## src/rtl/fetch_unit_pkg.sv

```systemverilog
// Shared definitions for the fetch stage.
//   RESET_PC_DEFAULT : value the PC register holds after reset
//   BOOT_ADDR        : first fetch address (RESET_PC_DEFAULT + 4)
//   fetch_state_t    : fetch controller states
//   fetch_entry_t    : one instruction-buffer entry {inst, pc}
package fetch_unit_pkg;

    localparam logic [31:0] RESET_PC_DEFAULT = 32'h1bfffffc;
    localparam logic [31:0] BOOT_ADDR        = RESET_PC_DEFAULT + 32'd4;

    typedef enum logic [1:0] {
        S_BOOT,
        S_REQ,
        S_WAIT
    } fetch_state_t;

    typedef struct packed {
        logic [31:0] inst;
        logic [31:0] pc;
    } fetch_entry_t;

endpackage

```

## src/rtl/inst_buffer.sv

```systemverilog
// Small circular FIFO of fetch entries, usable at any stage boundary.
// Ports:
//   clk, rst    : clock, asynchronous active-high reset
//   flush       : empties the FIFO; overrides push and pop in the same cycle
//   push        : write push_data (ignored when full)
//   push_data   : entry to write
//   pop         : consume the head (ignored when empty)
//   head_valid  : FIFO not empty
//   head        : oldest entry; stable until popped
//   count       : number of stored entries
module inst_buffer
    import fetch_unit_pkg::*;
#(
    parameter  int unsigned DEPTH = 2,
    localparam int unsigned PW    = (DEPTH > 1) ? $clog2(DEPTH) : 1,
    localparam int unsigned CW    = $clog2(DEPTH + 1)
) (
    input  logic          clk,
    input  logic          rst,
    input  logic          flush,
    input  logic          push,
    input  fetch_entry_t  push_data,
    input  logic          pop,
    output logic          head_valid,
    output fetch_entry_t  head,
    output logic [CW-1:0] count
);

    fetch_entry_t  mem [DEPTH];
    logic [PW-1:0] wptr;
    logic [PW-1:0] rptr;
    logic [CW-1:0] cnt;
    logic          do_push;
    logic          do_pop;

    function automatic logic [PW-1:0] next_ptr(input logic [PW-1:0] p);
        return (p == PW'(DEPTH - 1)) ? '0 : p + PW'(1);
    endfunction

    assign do_pop  = pop  && (cnt != '0);
    assign do_push = push && (cnt != CW'(DEPTH));

    always_ff @(posedge clk or posedge rst) begin
        if (rst) begin
            wptr <= '0;
            rptr <= '0;
            cnt  <= '0;
            for (int unsigned i = 0; i < DEPTH; i++) begin
                mem[i] <= '0;
            end
        end else if (flush) begin
            wptr <= '0;
            rptr <= '0;
            cnt  <= '0;
        end else begin
            if (do_push) begin
                mem[wptr] <= push_data;
                wptr      <= next_ptr(wptr);
            end
            if (do_pop) begin
                rptr <= next_ptr(rptr);
            end
            if (do_push && !do_pop) begin
                cnt <= cnt + CW'(1);
            end else if (!do_push && do_pop) begin
                cnt <= cnt - CW'(1);
            end
        end
    end

    assign head_valid = (cnt != '0);
    assign head       = mem[rptr];
    assign count      = cnt;

endmodule

```

## src/rtl/fetch_unit.sv

```systemverilog
// Fetch stage: drives the PC register (pc_write/npc), issues one
// instruction-memory request at a time at the current pc, and hands
// fetched words to decode through a 2-entry instruction buffer.
// Ports:
//   clk, rst                        : clock, asynchronous active-high reset
//   pc                              : current PC from the PC register
//   pc_write, npc                   : PC register write enable / next value
//   br_valid, br_target             : one-cycle redirect from execute
//   imem_req, imem_addr, imem_gnt   : request handshake (addr = pc)
//   imem_rvalid, imem_rdata         : one-cycle response
//   inst_valid, inst, inst_pc       : buffer head towards decode
//   id_ready                        : decode consumes head this cycle
module fetch_unit
    import fetch_unit_pkg::*;
#(
    parameter logic [31:0] RESET_PC  = RESET_PC_DEFAULT,
    parameter int unsigned BUF_DEPTH = 2
) (
    input  logic        clk,
    input  logic        rst,
    input  logic [31:0] pc,
    output logic        pc_write,
    output logic [31:0] npc,
    input  logic        br_valid,
    input  logic [31:0] br_target,
    output logic        imem_req,
    output logic [31:0] imem_addr,
    input  logic        imem_gnt,
    input  logic        imem_rvalid,
    input  logic [31:0] imem_rdata,
    output logic        inst_valid,
    output logic [31:0] inst,
    output logic [31:0] inst_pc,
    input  logic        id_ready
);

    localparam int unsigned CW = $clog2(BUF_DEPTH + 1);

    fetch_state_t  state;
    fetch_state_t  state_d;
    logic          kill;
    logic          kill_d;
    logic [31:0]   req_pc;
    logic [31:0]   req_pc_d;
    logic [CW-1:0] count;
    logic          req_raw;
    logic          pc_write_raw;
    logic          push;
    logic          flush;
    logic          pop;
    fetch_entry_t  push_entry;
    fetch_entry_t  head;

    assign npc = br_valid ? br_target : pc + 32'd4;
    assign pop = inst_valid && id_ready;

    always_comb begin
        state_d      = state;
        kill_d       = kill;
        req_pc_d     = req_pc;
        req_raw      = 1'b0;
        pc_write_raw = 1'b0;
        push         = 1'b0;
        flush        = 1'b0;

        case (state)
            S_BOOT: begin
                pc_write_raw = 1'b1;
                state_d      = S_REQ;
            end
            S_REQ: begin
                // Only ask when a slot is free so the response can always land.
                req_raw = (count < CW'(BUF_DEPTH));
                if (req_raw && imem_gnt) begin
                    req_pc_d = pc;
                    state_d  = S_WAIT;
                end
            end
            S_WAIT: begin
                if (imem_rvalid) begin
                    push         = !kill;
                    pc_write_raw = !kill;
                    kill_d       = 1'b0;
                    state_d      = S_REQ;
                end
            end
            default: begin
                state_d = S_BOOT;
            end
        endcase

        // Redirect wins over everything: flush, write the target, and make
        // sure the response of any in-flight (now stale) request is dropped.
        if (br_valid) begin
            pc_write_raw = 1'b1;
            flush        = 1'b1;
            push         = 1'b0;
            if (state == S_REQ && req_raw && imem_gnt) begin
                kill_d = 1'b1;
            end
            if (state == S_WAIT && !imem_rvalid) begin
                kill_d = 1'b1;
            end
        end
    end

    always_ff @(posedge clk or posedge rst) begin
        if (rst) begin
            state  <= S_BOOT;
            kill   <= 1'b0;
            req_pc <= RESET_PC + 32'd4;
        end else begin
            state  <= state_d;
            kill   <= kill_d;
            req_pc <= req_pc_d;
        end
    end

    // Outputs are forced low while reset is held; S_BOOT would otherwise
    // show pc_write during reset.
    assign pc_write  = pc_write_raw && !rst;
    assign imem_req  = req_raw && !rst;
    assign imem_addr = rst ? '0 : pc;

    assign push_entry = '{inst: imem_rdata, pc: req_pc};

    inst_buffer #(
        .DEPTH (BUF_DEPTH)
    ) u_buf (
        .clk        (clk),
        .rst        (rst),
        .flush      (flush),
        .push       (push),
        .push_data  (push_entry),
        .pop        (pop),
        .head_valid (inst_valid),
        .head       (head),
        .count      (count)
    );

    assign inst    = head.inst;
    assign inst_pc = head.pc;

endmodule

```

## config.mk

```make
export PLATFORM = sky130hd
export DESIGN_NAME = fetch_unit
export DESIGN_NICKNAME = d
export VERILOG_FILES = /design/src/rtl/fetch_unit_pkg.sv /design/src/rtl/inst_buffer.sv /design/src/rtl/fetch_unit.sv
export SDC_FILE = /design/constraint.sdc
export NUM_CORES = 1
export LEC_CHECK = 0
export BUFFER_PORTS_ARGS = -buffer_cell sky130_fd_sc_hd__buf_4
export CAP_MARGIN = 0
export CELL_PAD_IN_SITES_DETAIL_PLACEMENT = 0
export CELL_PAD_IN_SITES_GLOBAL_PLACEMENT = 2
export CORE_ASPECT_RATIO = 0.7
export CORE_MARGIN = 5
export CORE_UTILIZATION = 31
export CTS_CLUSTER_DIAMETER = 40
export CTS_CLUSTER_SIZE = 20
export DETAILED_ROUTE_END_ITERATION = 12
export PLACE_DENSITY_LB_ADDON = 0.1
export SLEW_MARGIN = 20
export SYNTH_ARGS = -nofsm -noshare
export SYNTH_HDL_FRONTEND = slang
export SYNTH_HIERARCHICAL = 1
export SYNTH_SLANG_ARGS = --single-unit
```

## constraint.sdc

```tcl
create_clock -name clk -period 4.28 [get_ports clk]
set_input_delay 0.642 -clock clk [delete_from_list [all_inputs] [get_ports clk]]
set_output_delay 0.642 -clock clk [all_outputs]
set_load 0.01 [all_outputs]
```

==> results of run 1 <==
[path summary, 6_finish.rpt]
kind / startpoint / to / slack (ns) / cells past startpoint
worst max-delay path: pc[2] / npc[30] / 1.05 / 7
worst max register to register: state[0] / u_buf/mem[123] / 1.61 / 6
worst min-delay path: imem_rdata[18] / u_buf/mem[114] / 0.46 / 2
min in group asynchronous: rst / u_buf/mem[21] / 0.64 / 2
max in group asynchronous: rst / u_buf/mem[53] / 2.76 / 3
worst min register to register: u_buf/mem[78] / u_buf/mem[78] / 0.49 / 1
[final cells by class]
type                       count  area share [%]
timing repair buffer         239            16.2
multi-input combinational    436            35.9
sequential                   167            37.5
tap                          364            4.08
clock inverter                11            1.74
inverter                      10           0.381
clock buffer                  21            4.21
[logic make-up after synthesis]
logic type / synth area share [%]
buf+inv: 3.07
fa+ha+maj: 0.148
simple gates: 9.49
flops: 49.6
xor+xnor: 1.35
mux: 32.3
compound gates: 4.06
[flip-flops by register name, indices dropped and copies added, names as in the netlist]
| signal | count |
|---|---|
| req_pc | 32 |
| u_buf/wptr | 1 |
| u_buf/count | 2 |
| state | 2 |
| u_buf/rptr | 1 |
| u_buf/mem | 128 |
| kill | 1 |
[cell usage after synthesis, drive strengths merged (5+ instances only)]
cell type and number:
nor3 5, xor2 6, mux2 228, inv 10, o31ai 13, nand4 9, dfrtp 164, nand2 22
a31oi 14, nor2 23, or4 14, o21ai 15, or2 6, a21oi 5, nor2b 28, xnor2 7
buf 16, nand3 11, clkbuf 26
[report_power, final]
group          internal (mW)  total (mW)  switching [mW]
Sequential              2.01        2.27           0.268
Combinational           1.06        1.74           0.684
Clock                   1.09        1.72           0.636
[worst max-delay path, delay by kind of cell]
family          cells  cell delay [ns]
buf+inv             2             0.26
fa+ha+maj           1             0.24
simple gates        3             1.23
compound gates      1             0.20
[through the flow]
step	area, um^2	hold WS (ns)
finish	11200	0.458
global route	11200	0.432
CTS	11200	0.429
detailed placement	10500	0.480
global placement	10500	0.470
floorplan	8440	0.454
[routing by layer]
layer	vias up	track usage (%)	part of all wire, %
met5	-	0	0
met2	142	25.3	47
met4	0	3.27	0.68
met1	3082	21.4	47
li1	2812	-	-
met3	17	4.50	5.1
==> flow_metrics.env, run 1 <==
export IMPL_status="completed"
export IMPL_synth_top_cell_area_share_pct=48.6
export IMPL_grt_setup_unrepaired="false"
export IMPL_dieArea_um2=30700
export IMPL_drc=0
export IMPL_multiInputGateArea_um2=4010
export IMPL_root_buffer="clkbuf_16"
export IMPL_cap_violations=0
export IMPL_finClkSkew_ns=0.00966
export IMPL_cts_resized=0
export IMPL_ir_worst_vdd_v=0.000271
export IMPL_die_x_um=207
export IMPL_stdcell_count=1248
export IMPL_power_leakage_nw=5.36
export IMPL_worst_pin_slew_ns=1.06
export IMPL_synth_net_count=758
export IMPL_dpl_hpwl_mm=16.9
export IMPL_setup_viol=0
export IMPL_finalCoreUtilization_pct=41.7
export IMPL_ios=233
export IMPL_overflow=0
export IMPL_track_usage_pct=15.7
export IMPL_dp_cells=1216
export IMPL_regArea_um2=4190
export IMPL_critPathKind="in2out"
export IMPL_cpMostUsedCell="buf_4"
export IMPL_synth_edf_count=0
export IMPL_drive_gt1_share_pct=58.1
export IMPL_grt_pass1_wl_mm=38.6
export IMPL_power_mw=5.74
export IMPL_synth_area_top_cells="dfrtp_1 (49%), mux2_2 (25%), mux2_4 (7.1%)"
export IMPL_start_kind="input pin"
export IMPL_synth_largest_area_cell="dfrtp_1"
export IMPL_numCtsBuffers=17
export IMPL_netlist_area_um2=8440
export IMPL_viasPerCell=4.85
export IMPL_cts_sinks=167
export IMPL_cellPowerDensity_nw_per_um2=514
export IMPL_fin_setup_tns_ns=0
export IMPL_pre_cts_ws_ns=1.04
export IMPL_clkLatencyLatePin_ns=0.42
export IMPL_core_area_um2=26800
export IMPL_cts_tree="yes"
export IMPL_yosysSeqAreaShare_pct=49.6
export IMPL_critPathMaxFanout=14
export IMPL_avgSynthCellArea_um2=12.9
export IMPL_ant_nets=0
export IMPL_routedWlPerCell_um=19.3
export IMPL_vias=6053
export IMPL_ys_warn_count=6
export IMPL_async_flop_share_pct=100
export IMPL_fill_cells=2598
export IMPL_path_cells="buf_4, ha_1, nand3_1, or2_2, or4_1, a31oi_1, buf_4"
export IMPL_cts_path_max_buffers=2
export IMPL_gp_congestion=0.768
export IMPL_drv_slew=0
export IMPL_grt_max_degree=91
export IMPL_layout_common_cells="buf_4 (238), mux2_2 (187), dfrtp_1 (163)"
export IMPL_portBuffers=232
export IMPL_max_stage_delay_ns=0.55
export IMPL_max_freq_mhz=310
export IMPL_slew_headroom_pct=29.6
export IMPL_ctsHoldBuffers=0
export IMPL_rows=50
export IMPL_yosys_cell_types_count=46
export IMPL_cp_slowest_cell="or4_1"
export IMPL_ys_flop_type="dfrtp_1"
export IMPL_crit_arrival_ns=2.59
export IMPL_hold_viol_final=0
export IMPL_path_clk_slew_ns=0.07
export IMPL_postSynthCellCount=655
export IMPL_dr_pass1_iters=4
export IMPL_syn_to_final_growth_pct=32.3
export IMPL_fin_crit_ns=3.23
export IMPL_timing_final_crit_share_pct=75.4
export IMPL_initial_core_util_pct=31.5
export IMPL_hold_class="in2reg"
export IMPL_routed_wirelength_mm=24.0
export IMPL_insertedDiodeCount=0
export IMPL_cp_data_required_time_ns=3.64
export IMPL_layout_setup_ws_ns=1.05
export IMPL_synth_seq_cells=167
export IMPL_grt_pass1_vias=6613
export IMPL_end_kind="output port"
export IMPL_cts_setup_buffers=0
export IMPL_htreeDepth=4
export IMPL_drt_iter0_markers=242
export IMPL_final_common_cell="buf_4"
export IMPL_die_h_um=148
export IMPL_antenna_found_initial=0
export IMPL_nets=974
No activity file was read; power rests on OpenSTA's default activity.
==> run 2: changes to the inputs <==
--- a/config.mk
+++ b/config.mk
@@ -11,7 +11,7 @@
 export CELL_PAD_IN_SITES_GLOBAL_PLACEMENT = 2
 export CORE_ASPECT_RATIO = 0.7
 export CORE_MARGIN = 5
-export CORE_UTILIZATION = 31
+export CORE_UTILIZATION = 35
 export CTS_CLUSTER_DIAMETER = 40
 export CTS_CLUSTER_SIZE = 20
 export DETAILED_ROUTE_END_ITERATION = 12
==> constraint.sdc (replaced) <==
create_clock -name clk -period 3.1 [get_ports clk]
set_input_delay 0.465 -clock clk [delete_from_list [all_inputs] [get_ports clk]]
set_output_delay 0.465 -clock clk [all_outputs]
set_load 0.01 [all_outputs]
==> run 2 against run 1 <==
Against the previous run: design area down 0.94%; first-iteration DRC count shrank 13%; non-clock buffer count grew 6; die area decreased by 11%; critical endpoint is now npc[24]; largest cell class unchanged; via count is 0.63% higher; clock power grew 12%; register-to-register slack worse by 0.84 ns; critical path depth did not move.
==> flow_metrics.env, run 2 (same netlist as run 1, synthesis figures left out) <==
export IMPL_combPwrFrac_pct=32.4
export IMPL_cpMostUsedCell="buf_4"
export IMPL_drc=0
export IMPL_nets=980
export IMPL_end_kind="output port"
export IMPL_top_register="u_buf/mem"
export IMPL_clkLatencyLatePin_ns=0.42
export IMPL_crit_arrival_ns=2.43
export IMPL_r2r_start="state[0]"
export IMPL_power_leakage_nw=5.33
export IMPL_clock_power_share_pct=25.6
export IMPL_drive_gt1_share_pct=58.0
export IMPL_cts_tree="yes"
export IMPL_ios=233
export IMPL_max_freq_mhz=346
export IMPL_overflow=0
export IMPL_critPathKind="in2out"
export IMPL_ctsHoldBuffers=0
export IMPL_critPathMaxFanout=14
export IMPL_viasPerCell=5.04
export IMPL_largest_reg_flops=128
export IMPL_ir_worst_vdd_v=0.000401
export IMPL_root_buffer="clkbuf_16"
export IMPL_cts_sinks=167
export IMPL_dieArea_um2=27400
export IMPL_routedWlPerCell_um=19.7
export IMPL_path_clk_slew_ns=0.06
export IMPL_path_cells="buf_4, ha_1, nand3_1, or2_2, or4_1, a31oi_1, buf_4"
export IMPL_die_x_um=196
export IMPL_final_common_cell="buf_4"
export IMPL_cts_resized=0
export IMPL_grt_max_degree=51
export IMPL_ant_nets=0
export IMPL_antenna_found_initial=0
export IMPL_cts_setup_buffers=0
export IMPL_portBuffers=232
export IMPL_timing_final_crit_share_pct=93.3
export IMPL_routed_wirelength_mm=23.8
export IMPL_p_sw_share_pct=29.1
export IMPL_initial_core_util_pct=35.6
export IMPL_layout_common_cells="buf_4 (240), mux2_2 (187), dfrtp_1 (163)"
export IMPL_cts_path_max_buffers=2
export IMPL_dr_pass1_iters=4
export IMPL_rows=47
export IMPL_fill_cells=2165
export IMPL_grt_pass1_vias=6631
export IMPL_core_area_um2=23700
export IMPL_drt_iter0_markers=211
export IMPL_dp_cells=1176
export IMPL_hold_viol_final=0
export IMPL_fin_crit_ns=2.89
export IMPL_htreeDepth=4
export IMPL_drv_slew=0
export IMPL_max_stage_delay_ns=0.56
export IMPL_min_from="imem_gnt"
export IMPL_power_mw=7.48
export IMPL_hold_class="in2reg"
export IMPL_setup_viol=0
export IMPL_cp_slowest_cell="or4_1"
export IMPL_dpl_hpwl_mm=16.9
export IMPL_grt_setup_unrepaired="false"
export IMPL_multiInputGateArea_um2=4010
export IMPL_grt_pass1_wl_mm=37.4
export IMPL_cellPowerDensity_nw_per_um2=676
export IMPL_pwr_share_seq_pct=42.0
export IMPL_p_int_mw=5.31
export IMPL_start_kind="input pin"
export IMPL_fin_setup_tns_ns=0
export IMPL_worst_pin_slew_ns=0.904
export IMPL_gp_congestion=0.821
export IMPL_stdcell_count=1208
export IMPL_vias=6091
export IMPL_numCtsBuffers=17
export IMPL_finClkSkew_ns=0.00785
export IMPL_p_switching_mw=2.17
export IMPL_die_h_um=140
export IMPL_regArea_um2=4190
export IMPL_cap_violations=0
export IMPL_top_regs="u_buf/mem (128), req_pc (32)"
export IMPL_insertedDiodeCount=0
export IMPL_status="completed"
export IMPL_cp_data_required_time_ns=2.63
export IMPL_slew_headroom_pct=39.6
export IMPL_critPathLaunch="pc[2]"
export IMPL_track_usage_pct=17.2
export IMPL_syn_to_final_growth_pct=31.1
==> run 2: cell count changes in the layout (fill, tap and decap cells not counted), sizes merged <==
cell,before,now
buf,239,245
bufinv,5,0
clkbuf,21,24
clkinvlp,1,4
inv,11,10
==> run 2: critical path: cells and delay by family <==
| family | cells | cell delay [ns] |
|---|---|---|
| fa+ha+maj | 1 | 0.24 |
| simple gates | 3 | 1.25 |
| buf+inv | 2 | 0.26 |
| compound gates | 1 | 0.20 |
==> run 2: layer usage <==
metal  GRT usage, %  part of all wire [%]
met4           4.33                   1.2
met1           22.6                    45
met3           5.09                   6.6
met5              0                     0
met2           27.9                    47
==> run 2: cell type report <==
class,count,share of cell area (%)
sequential,167,37.8
multi-input combinational,436,36.3
timing repair buffer,245,17.2
clock buffer,24,4.26
tap,318,3.60
clock inverter,8,0.464
inverter,10,0.373
==> run 2: worst paths after layout <==
| kind | depth (start not counted) | slack (ns) | to |
|---|---|---|---|
| setup / recovery | 7 | 0.21 | npc[24] |
| hold / removal | 2 | 0.26 | state[0] |
| setup reg to reg | 7 | 0.77 | u_buf/mem[76] |
| hold reg to reg | 1 | 0.50 | u_buf/mem[47] |
| max in group asynchronous | 3 | 1.88 | u_buf/mem[76] |
| min in group asynchronous | 2 | 0.46 | req_pc[0] |
==> run 2: metrics by stage <==
| step | hold slack [ns] | setup WS [ns] | utilization (%) | instance area [um^2] |
|---|---|---|---|---|
| after global placement | 0.467 | 0.283 | 44.5 | 10500 |
| after floorplan | 0.454 | 0.373 | - | 8440 |
| after CTS | 0.237 | 0.213 | 46.7 | 11100 |
| after detailed placement | 0.489 | 0.211 | 44.5 | 10500 |
| final | 0.263 | 0.208 | 46.7 | 11100 |
| after global routing | 0.247 | 0.145 | 46.7 | 11100 |
==> run 2: power groups by stage <==
| stage | sequential, mW | combinational, mW | clock (mW) |
|---|---|---|---|
| floorplan | 3.04 | 1.43 | 0 |
| CTS | 3.15 | 2.48 | 1.97 |
| global route | 3.21 | 2.62 | 2.06 |
| finish | 3.14 | 2.42 | 1.92 |
| detailed placement | 3.18 | 2.46 | 0 |
| global placement | 3.13 | 2.43 | 0 |
